<file path="config.mk">
export PLATFORM = sky130hd
export DESIGN_NAME = branch_resolve_unit
export DESIGN_NICKNAME = d
export VERILOG_FILES = /design/src/rtl/branch_resolve_unit.sv
export SDC_FILE = /design/constraint.sdc
export NUM_CORES = 1
export LEC_CHECK = 0
export ABC_AREA = 1
export BUFFER_PORTS_ARGS = -buffer_cell sky130_fd_sc_hd__buf_2
export CELL_PAD_IN_SITES_DETAIL_PLACEMENT = 0
export CELL_PAD_IN_SITES_GLOBAL_PLACEMENT = 1
export CORE_MARGIN = 5
export CORE_UTILIZATION = 35
export CTS_CLUSTER_DIAMETER = 100
export CTS_CLUSTER_SIZE = 40
export DETAILED_ROUTE_END_ITERATION = 6
export PLACE_DENSITY = 0.85
export SLEW_MARGIN = 25
export SYNTH_ARGS = -nofsm -noshare
export SYNTH_HDL_FRONTEND = slang
export SYNTH_SLANG_ARGS = --single-unit
</file>
<file path="constraint.sdc">
create_clock -name clk -period 6.3 [get_ports clk]
set_input_delay 1.26 -clock clk [delete_from_list [all_inputs] [get_ports clk]]
set_output_delay 1.26 -clock clk [all_outputs]
set_load 0.01 [all_outputs]
</file>
<file path="src/rtl/branch_resolve_unit.sv">
// ID-stage branch resolver: operand forwarding mux, funct3 compare, target adder,
// load-use stall FSM and registered redirect. Optional BRANCH_STATS_EN adds stats counters.
module branch_resolve_unit #(
    parameter int XLEN = 32
) (
    input  logic            clk,
    input  logic            rst,
    input  logic            id_valid,
    input  logic [31:0]     id_inst,
    input  logic [XLEN-1:0] id_pc,
    input  logic [XLEN-1:0] rs1_data,
    input  logic [XLEN-1:0] rs2_data,
    input  logic [XLEN-1:0] ex_result,
    input  logic [XLEN-1:0] mem_result,
    input  logic [1:0]      fwd_a,
    input  logic [1:0]      fwd_b,
    input  logic            ex_is_load,
    input  logic            mem_is_load,
    input  logic [4:0]      ex_rd,
    input  logic [4:0]      mem_rd,
    output logic            stall_id,
    output logic            redirect_valid,
    output logic [XLEN-1:0] redirect_pc,
    output logic            flush_if,
    output logic            illegal_br
`ifdef BRANCH_STATS_EN
    ,
    output logic [31:0]     br_taken_cnt,
    output logic [31:0]     br_ntaken_cnt,
    output logic [31:0]     br_stall_cnt
`endif
);

    typedef enum logic {IDLE, STALL} state_t;

    state_t          state, state_nxt;
    logic [1:0]      cnt, cnt_nxt;
    logic            resolve;
    logic            taken;
    logic            illegal;
    logic            is_branch;
    logic            hz_ex, hz_mem;
    logic [4:0]      rs1, rs2;
    logic [2:0]      funct3;
    logic [XLEN-1:0] op_a, op_b;
    logic [XLEN-1:0] imm;
    logic [XLEN-1:0] target;

    assign rs1       = id_inst[19:15];
    assign rs2       = id_inst[24:20];
    assign funct3    = id_inst[14:12];
    assign is_branch = id_valid && (id_inst[6:0] == 7'b1100011);
    assign hz_ex     = ex_is_load && (ex_rd != 5'd0) && ((ex_rd == rs1) || (ex_rd == rs2));
    assign hz_mem    = mem_is_load && (mem_rd != 5'd0) && ((mem_rd == rs1) || (mem_rd == rs2));

    // Select 11 is reserved and falls back to the register file.
    assign op_a = (fwd_a == 2'b01) ? mem_result : (fwd_a == 2'b10) ? ex_result : rs1_data;
    assign op_b = (fwd_b == 2'b01) ? mem_result : (fwd_b == 2'b10) ? ex_result : rs2_data;

    assign imm     = {{19{id_inst[31]}}, id_inst[31], id_inst[7], id_inst[30:25], id_inst[11:8], 1'b0};
    assign target  = id_pc + imm;
    assign illegal = (funct3[2:1] == 2'b01);

    // NOTE: every signal written in an always_comb gets a default first so no path leaves it unassigned (no latch).
    always_comb begin
        taken = 1'b0;
        case (funct3)
            3'b000:  taken = (op_a == op_b);
            3'b001:  taken = (op_a != op_b);
            3'b100:  taken = ($signed(op_a) <  $signed(op_b));
            3'b101:  taken = ($signed(op_a) >= $signed(op_b));
            3'b110:  taken = (op_a <  op_b);
            3'b111:  taken = (op_a >= op_b);
            default: taken = 1'b0;
        endcase
    end

    always_comb begin
        state_nxt = state;
        cnt_nxt   = cnt;
        stall_id  = 1'b0;
        resolve   = 1'b0;
        case (state)
            IDLE: begin
                // A branch behind a taken redirect is on the wrong path.
                if (is_branch && !redirect_valid) begin
                    if (hz_ex) begin
                        stall_id  = 1'b1;
                        cnt_nxt   = 2'd1;
                        state_nxt = STALL;
                    end else if (hz_mem) begin
                        stall_id  = 1'b1;
                        cnt_nxt   = 2'd0;
                        state_nxt = STALL;
                    end else begin
                        resolve = 1'b1;
                    end
                end
            end
            STALL: begin
                if (!is_branch) begin
                    state_nxt = IDLE;
                end else if (cnt != 2'd0) begin
                    stall_id = 1'b1;
                    cnt_nxt  = cnt - 2'd1;
                end else begin
                    resolve   = 1'b1;
                    state_nxt = IDLE;
                end
            end
            default: state_nxt = IDLE;
        endcase
    end

    // NOTE: sequential state uses non-blocking assignments so all registers update together at the edge.
    always_ff @(posedge clk) begin
        if (rst) begin
            state          <= IDLE;
            cnt            <= 2'd0;
            redirect_valid <= 1'b0;
            flush_if       <= 1'b0;
            redirect_pc    <= '0;
            illegal_br     <= 1'b0;
        end else begin
            state          <= state_nxt;
            cnt            <= cnt_nxt;
            redirect_valid <= resolve && taken;
            flush_if       <= resolve && taken;
            illegal_br     <= resolve && illegal;
            if (resolve && taken) redirect_pc <= target;
        end
    end

`ifdef BRANCH_STATS_EN
    always_ff @(posedge clk) begin
        if (rst) begin
            br_taken_cnt  <= '0;
            br_ntaken_cnt <= '0;
            br_stall_cnt  <= '0;
        end else begin
            if (resolve && taken && (br_taken_cnt != '1))
                br_taken_cnt <= br_taken_cnt + 32'd1;
            if (resolve && !taken && (br_ntaken_cnt != '1))
                br_ntaken_cnt <= br_ntaken_cnt + 32'd1;
            if (stall_id && (br_stall_cnt != '1))
                br_stall_cnt <= br_stall_cnt + 32'd1;
        end
    end
`endif

endmodule

</file>
==> impl_metrics.ini, run 1 <==
[run_status]
status = complete, no violations

[timing]
skew_ns = 0.00642
finalCritPeriodShare_pct = 76.0
fmax_ghz = 0.209
worst_slew_pin_slew_ns = 0.791
finalSetupTns_ns = 0
slew_headroom_pct = 47.2
finalSetupViolations = 0
rsz0062_at_grt = false
hold_violations = 0
fin_crit_ns = 4.78
whs_ns = 0.461
finalMaxSlewViolations = 0

[clock_network]
cts_buffers = 5
post-cts-setup-buffer-count = 0
cts.sinks = 37
cts_tree = done
cts_hold_buf = 0
insertion_delay_ns = 0.28
post_cts_resized = 0
path_clk_slew_ns = 0.06
htreeDepth = 2
root_buffer = clkbuf_16
cts_buffer_depth = 2

[logic_synthesis]
ys_ff_latch = 37
synth_cells = 1030
ys_warn_count = 0
synth_xor_xnor_area_share_pct = 5.90
synth_area_leaders = nand2_1 17%, ha_1 13%, dfxtp_1 12%, nor2_1 8.0%, inv_1 7.5%
synthMuxAreaShare_pct = 0
yosysSeqAreaShare_pct = 12.5
netlist_area_um2 = 5940
synth_edf_count = 0
synthAdderAreaFrac_pct = 13.6
synth_top_area_cell = nand2_1
synthSimpleGateAreaFrac_pct = 34.4
post_synth_num_cell_types = 36
synth_area_per_cell_um2 = 5.76
synth_compound_area_share_pct = 23.0
netlist.area_leader.share_pct = 16.9
synthArstFlopShare_pct = 0
synth_top_family_by_area = simple AND/OR/NAND/NOR gates
syn_nets = 1305
synth-main-ff-cell = dfxtp_1

[layout]
instances_no_fill = 1474
drive_gt1_share_pct = 23.1
utilization_pct = 45.1
syn2layout_area_growth_pct = 26.5
nets = 1525

[placement]
dp_hpwl_um = 17300
io_buffers = 246
place_congestion = 0.892
dpl.cell_count = 1463

[floorplanning]
core-area_um2 = 16600
dieWidth_um = 140
start_util_pct = 35.7
num_rows = 47
design.die.area_um2 = 19700
die_h_um = 140
io_pins = 247

[route]
wl_met2_um = 9460
routed-wl-met3_um = 823
route.detailed.drc = 0
drt-met1-wl_um = 9770
detail_route.iter0.violations = 417
wl_um = 20600
wl_per_cell_um = 14.0
first_pass_iters = 5
final_antenna_net_count = 0
via_count = 7243
top_layer = met5
viasPerCell = 4.91

[critical_path]
cpMostUsedCell = nand2_1
critPathSlowestCell = nand2_1
crit_required_ns = 6.47
path_class = in2reg
crit_path_end_kind = register
cpPeakStageDelay_ns = 0.58
arrival_ns = 4.96
critPathLaunchType = input port
crit_chain = buf_2 > nand2_1 > buf_4 > buf_4 > nand3_1 > o21ai_0 > ha_1 > nand2_1 > inv_1 > nand2_1 > nand2_1 > nand2_1 > nand3_1 > a21oi_1 > nand2_1 > nand2_1 > nand3_1 > nand3_2 > buf_4 > nand2_2 > nor2_1 > nor2_1
worstPathMaxFanout = 58

[power]
peakVddDrop_v = 0.0000932
powerDensity_nw_per_um2 = 137
power_leakage_uw = 0.00396

[grt]
grt_pass1_wl_um = 32800
grt_max_degree = 65
antenna_found_initial = 4
grt_overflow_total = 0
grt_pass1_vias = 6795
grt_usage_pct = 19.9

[job]
drv_cap = 0

[min_path]
worst_hold_path_type = reg2reg
per-layer routing:
| layer | vias up | global-route usage, % |
|---|---|---|
| met5 | - | 0 |
| met4 | 2 | 5.71 |
| met3 | 39 | 2.59 |
| met2 | 181 | 33.4 |
| met1 | 3162 | 26.6 |
| li1 | 3859 | - |
sequential cells by signal, summed over array words and instances, names as in the netlist:
signal	cells
cnt	2
flush_if	1
illegal_br	1
redirect_pc	32
state	1
power by group:
group          internal [uW]  switching [uW]
sequential               234           0.321
combinational            201             307
clock                    187            98.4
total                    623             406
cell usage after synthesis (2+ instances only):
master    count
a21oi_1      79
nand2_1     268
o21bai_1      7
o221ai_1      2
xnor2_1      18
a21o_1        3
o21a_1        4
nor3_1       15
nor2_1      127
buf_1         2
xor2_1       22
nand3_1      68
o211ai_1     19
nor4_1        9
o31ai_1       3
a21boi_0      2
a21oi_2      20
o21ai_0      71
and3_1        2
buf_6         3
ha_1         63
clkbuf_1     26
inv_1       118
dfxtp_1      37
nand3b_1      3
buf_2         8
a31oi_1      18
nand4_1       4
a221oi_1      2
worst paths after layout:
| kind | startpoint | to | slack [ns] | cells past startpoint |
|---|---|---|---|---|
| setup reg to reg | cnt[0] | redirect_pc[28] | 4.28 | 8 |
| hold reg to reg | cnt[1] | cnt[1] | 0.46 | 2 |
| hold / removal | cnt[1] | cnt[1] | 0.46 | 2 |
| setup / recovery | fwd_b[0] | redirect_pc[28] | 1.52 | 22 |
cell usage in the layout, fill, tap and decap left out, types with 2 or more instances in the layout:
| cell | n |
|---|---|
| a21boi_0 | 2 |
| a21o_1 | 3 |
| a21oi_1 | 79 |
| a21oi_2 | 20 |
| a221oi_1 | 2 |
| a31oi_1 | 18 |
| and3_1 | 2 |
| buf_2 | 246 |
| buf_4 | 7 |
| clkbuf_16 | 5 |
| dfxtp_1 | 37 |
| diode_2 | 3 |
| ha_1 | 63 |
| inv_1 | 117 |
| nand2_1 | 267 |
| nand3_1 | 68 |
| nand3b_1 | 3 |
| nand4_1 | 4 |
| nor2_1 | 126 |
| nor3_1 | 15 |
| nor4_1 | 9 |
| o211ai_1 | 19 |
| o21a_1 | 4 |
| o21ai_0 | 71 |
| o21bai_1 | 7 |
| o221ai_1 | 2 |
| o31ai_1 | 2 |
| xnor2_1 | 18 |
| xor2_1 | 22 |
worst max-delay path, delay by kind of cell:
kind                       cells  cell delay (ns)
AOI/OAI and AO/OA              2             0.33
buffers and inverters          5             1.30
and+or+nand+nor               14             1.74
adders and majority gates      1             0.26
stage by stage:
step                      total power (uW)  worst slack [ns]  area (um^2)
after global routing                  1120              1.02         7510
final                                 1030              1.52         7510
after detailed placement               747              1.26         7330
after floorplan                        586              2.22         5940
after CTS                             1030              1.56         7500
after global placement                 748              1.26         7330
area by class of cell:
| type | instances | area (um^2) |
|---|---|---|
| Antenna cell | 3 | 7.51 |
| Clock buffer | 5 | 125 |
| Clock inverter | 3 | 46.3 |
| Fill cell | 1806 | 9130 |
| Inverter | 118 | 443 |
| Multi-Input combinational cell | 835 | 4590 |
| Sequential cell | 37 | 741 |
| Tap cell | 220 | 275 |
| Timing Repair Buffer | 253 | 1280 |
logic make-up after synthesis:
kind of cell	after synthesis
XOR/XNOR	40
flip-flops	37
buffers and inverters	158
adder cells (fa/ha/maj)	64
AO/OA/AOI/OAI	231
AND/OR/NAND/NOR	500
(Power assumes the default switching activity.)
==> run 2: changes to the inputs <==
--- a/config.mk
+++ b/config.mk
@@ -10,11 +10,11 @@
 export CELL_PAD_IN_SITES_DETAIL_PLACEMENT = 0
 export CELL_PAD_IN_SITES_GLOBAL_PLACEMENT = 1
 export CORE_MARGIN = 5
-export CORE_UTILIZATION = 35
+export CORE_UTILIZATION = 29
 export CTS_CLUSTER_DIAMETER = 100
 export CTS_CLUSTER_SIZE = 40
 export DETAILED_ROUTE_END_ITERATION = 6
-export PLACE_DENSITY = 0.85
+export PLACE_DENSITY = 0.75
 export SLEW_MARGIN = 25
 export SYNTH_ARGS = -nofsm -noshare
 export SYNTH_HDL_FRONTEND = slang
==> constraint.sdc (replaced) <==
create_clock -name clk -period 4.4 [get_ports clk]
set_input_delay 0.88 -clock clk [delete_from_list [all_inputs] [get_ports clk]]
set_output_delay 0.88 -clock clk [all_outputs]
set_load 0.01 [all_outputs]
==> run 2 against run 1 <==
Against the previous run: cell count rose by 3.4%; combinational power rose by 46%; final area rose by 1.3%; utilization fell by 7.4 points; sequential share of layout area fell by 0.13 points; sequential cell count did not move; global-route usage fell by 2.1 points; highest routed layer is now met4.
==> impl_metrics.ini, run 2 (synthesis gave the netlist of run 1 again) <==
[layout]
nets = 1526
final_common_cell = nand2_1
top_register = redirect_pc
utilization_pct = 37.7
largest_reg_flops = 32
final_cell_mix = 267 x nand2_1, 246 x buf_2, 126 x nor2_1, 117 x inv_1, 79 x a21oi_1
drive_gt1_share_pct = 23.0
reg.largest.list = redirect_pc x32, cnt x2
syn2layout_area_growth_pct = 28.2

[grt]
grt_pass1_vias = 7195
grt_overflow_total = 0
grt_max_degree = 65
grt_pass1_wl_um = 35400
grt_usage_pct = 17.8
antenna_found_initial = 2

[timing]
skew_ns = 0.00520
slew_headroom_pct = 36.9
rsz0062_at_grt = false
hold_violations = 0
fmax_ghz = 0.276
finalSetupTns_ns = 0
worst_slew_pin_slew_ns = 0.940
whs_ns = 0.466
fin_crit_ns = 3.62
finalCritPeriodShare_pct = 82.3
finalMaxSlewViolations = 0
layout_setup_ws_ns = 0.780
finalSetupViolations = 0

[floorplanning]
core-area_um2 = 20200
num_rows = 52
start_util_pct = 29.4
io_pins = 247
design.die.area_um2 = 23400
die_h_um = 153
dieWidth_um = 153

[critical_path]
critPathLaunchType = input port
crit_chain = buf_2 > nor2_2 > buf_4 > nand2_1 > a31oi_1 > ha_1 > a21oi_1 > o21ai_0 > nand2_1 > nand2_1 > a21oi_1 > nand2_1 > nand2_1 > nand3_1 > nand3_2 > buf_12 > nand2_2 > nor2_1 > nor2_1
critPathSlowestCell = buf_4
crit_path_end_kind = register
path_buf_inv = 3
cpPeakStageDelay_ns = 0.41
crit_required_ns = 4.57
crit_family = simple AND/OR/NAND/NOR gates
r2r_slack_ns = 2.36
arrival_ns = 3.79
cpMostUsedCell = nand2_1
worstPathMaxFanout = 58
path_class = in2reg

[clock_network]
root_buffer = clkbuf_16
htreeDepth = 2
cts_tree = done
insertion_delay_ns = 0.28
post-cts-setup-buffer-count = 0
cts_buffer_depth = 2
path_clk_slew_ns = 0.06
cts.sinks = 37
cts_buffers = 5
cts_hold_buf = 0
post_cts_resized = 0

[power]
powerDensity_nw_per_um2 = 197
power_leakage_uw = 0.00397
peakVddDrop_v = 0.000160

[route]
viasPerCell = 4.75
route.detailed.drc = 0
via_count = 7233
first_pass_iters = 5
detail_route.iter0.violations = 400
wl_per_cell_um = 14.3
wl_um = 21800
final_antenna_net_count = 0

[placement]
place_congestion = 0.881
dp_hpwl_um = 18300
io_buffers = 246
dp_worst_setup_slack_ns = 0.503

[job]
drv_cap = 0

[min_path]
worst_hold_path_type = reg2reg

[run_status]
status = complete, no violations
==> run 2: final cells by class <==
cell class,count,area [um^2]
multi-input cells,835,4590
flip-flops and latches,37,741
inverters,118,443
clock buffers,7,143
diodes,2,5.00
repair buffers,254,1330
fillers,2300,12600
clock inverters,1,30.0
well taps,270,338
==> run 2: stage by stage <==
step,power (uW),instances,instance area [um^2]
floorplan,839,1030,5940
global placement,1090,1514,7440
detailed placement,1080,1514,7440
CTS,1510,1522,7610
global route,1630,1524,7610
finish,1500,1524,7610
==> run 2: worst min-delay path: cells and delay by family (launching register included) <==
kind	cells	cell delay, ns
DFF	1	0.31
and+or+nand+nor	1	0.06
AOI/OAI and AO/OA	1	0.05
==> run 2: path summary, 6_finish.rpt <==
check / startpoint / end / depth (start not counted)
worst max-delay path: fwd_a[0] / redirect_pc[29] / 19
worst max register to register: cnt[0] / redirect_pc[29] / 8
worst min-delay path: cnt[1] / cnt[1] / 2
worst min register to register: cnt[1] / cnt[1] / 2
==> run 2: routing by layer <==
metal | GRT usage, % | part of all wire, %
met1 | 23.5 | 46
met2 | 31.3 | 48
met3 | 1.55 | 4.4
met4 | 4.37 | 2.0
met5 | 0 | 0
==> run 2: power breakdown <==
| group | internal, uW | switching [uW] |
|---|---|---|
| combinational | 298 | 444 |
| sequential | 336 | 0.483 |
| clock | 283 | 138 |
==> run 3: changes to the inputs <==
==> constraint.sdc (replaced) <==
create_clock -name clk -period 3.2 [get_ports clk]
set_input_delay 0.64 -clock clk [delete_from_list [all_inputs] [get_ports clk]]
set_output_delay 0.64 -clock clk [all_outputs]
set_load 0.01 [all_outputs]
==> run 3 against run 2 <==
Against the previous run: critical path depth grew 6; critical path type unchanged; largest cell class unchanged; sequential share of layout area shrank 0.61 points; combinational power grew 54%; largest power group unchanged.
==> impl_metrics.ini, run 3 (synthesis gave the netlist of run 1 again) <==
[clock_network]
insertion_delay_ns = 0.28
root_buffer = clkbuf_16
cts_hold_buf = 0
cts_buffers = 5
path_clk_slew_ns = 0.06
cts_tree = done
cts_buffer_depth = 2
cts.sinks = 37
htreeDepth = 2

[route]
wl_um = 22600
route.detailed.drc = 0
viasPerCell = 4.79
wl_per_cell_um = 14.5
via_count = 7455
final_antenna_net_count = 0
detail_route.iter0.violations = 346
first_pass_iters = 5

[floorplanning]
num_rows = 52
dieWidth_um = 153
io_pins = 247
design.die.area_um2 = 23400
core-area_um2 = 20200
die_h_um = 153
start_util_pct = 29.4

[timing]
fmax_ghz = 0.323
slew_headroom_pct = 53.8
skew_ns = 0.00502
rsz0062_at_grt = true
finalCritPeriodShare_pct = 96.6
finalMaxSlewViolations = 0
fin_crit_ns = 3.09
worst_slew_pin_slew_ns = 0.693
hold_violations = 0
finalSetupViolations = 0
layout_setup_ws_ns = 0.108

[grt]
grt_overflow_total = 0
antenna_found_initial = 1
grt_usage_pct = 17.7
grt_max_degree = 41
grt_pass1_wl_um = 34900
grt_pass1_vias = 7062

[layout]
nets = 1560
fill_cells = 2262
drive_gt1_share_pct = 26.8
reg.largest.list = redirect_pc x32, cnt x2
final_cell_mix = 263 x nand2_1, 246 x buf_2, 119 x nor2_1, 114 x inv_1, 76 x a21oi_1
largest_reg_flops = 32
top_register = redirect_pc
final_common_cell = nand2_1
utilization_pct = 40.3
syn2layout_area_growth_pct = 36.8

[power]
total_power_uw = 2090
powerDensity_nw_per_um2 = 258
power_leakage_uw = 0.00422
peakVddDrop_v = 0.000201

[critical_path]
worstPathMaxFanout = 12
r2r_slack_ns = 1.32
arrival_ns = 3.27
crit_path_end_kind = register
crit_required_ns = 3.38
path_class = in2reg
critPathLaunchType = input port

[placement]
dp_hpwl_um = 18900
dp_worst_setup_slack_ns = -0.328
place_congestion = 0.894
io_buffers = 246

[min_path]
worst_hold_path_type = reg2reg

[run_status]
status = complete, no violations

[job]
drv_cap = 0
[run 3: worst paths after layout]
path / from / depth (start not counted) / to
worst min-delay path: cnt[1] / 2 / cnt[1]
worst max-delay path: fwd_a[1] / 25 / redirect_pc[28]
worst max register to register: cnt[0] / 8 / redirect_pc[27]
worst min register to register: cnt[1] / 2 / cnt[1]
[run 3: worst max-delay path, stage by stage]
cell       delay (ns)
buf_2            0.11
inv_4            0.07
nor2_4           0.04
buf_12           0.13
buf_6            0.12
clkbuf_16        0.16
o21ai_2          0.10
a21oi_1          0.07
ha_1             0.30
nand2_1          0.06
nor2_2           0.13
nand4_1          0.13
nor2_2           0.17
nand2_1          0.09
nand2_1          0.06
o21ai_1          0.05
inv_1            0.05
nand2_1          0.06
nor2_2           0.13
nand3_4          0.15
buf_12           0.18
nand2_4          0.08
nand2_1          0.05
nand2_1          0.05
nor2_1           0.04
[run 3: area by class of cell]
cell class              instances  area [um^2]  area share [%]
multi-input cells             835         4670            57.5
repair buffers                288         1780            21.9
flip-flops and latches         37          741            9.12
inverters                     118          448            5.52
well taps                     270          338            4.16
clock buffers                   6          139            1.71
clock inverters                 1         7.51          0.0924
diodes                          1         2.50          0.0308
[run 3: repair_timing]
action | 4_1_cts | 5_1_grt
endpoints found under the setup margin | 5 | 33
resized for setup | 1 | 51
setup buffers | 0 | 4
pin swaps | 0 | 10
cloned | 0 | 6
[run 3: power by group]
group | switching (uW) | leakage (uW) | internal, uW
sequential | 0.702 | 0.000298 | 462
clock | 184 | 0.0000690 | 305
combinational | 651 | 0.00385 | 490
total | 836 | 0.00422 | 1260
[run 3: per-stage QoR]
step / TNS [ns] / hold slack, ns / cells / area (um^2)
3_5_place_dp: -8.15 / 0.464 / 1538 / 7650
4_1_cts: 0 / 0.472 / 1545 / 7800
6_report: 0 / 0.469 / 1556 / 8120
2_1_floorplan: 0 / 0.433 / 1030 / 5960
5_1_grt: -2.72 / 0.499 / 1556 / 8120
3_3_place_gp: -6.75 / 0.449 / 1538 / 7650
[run 3: metal layers]
metal | wire, um | GRT usage (%)
met2 | 10700 | 30.9
met1 | 10500 | 23.5
met3 | 941 | 1.64
met5 | 0 | 0
met4 | 467 | 4.29
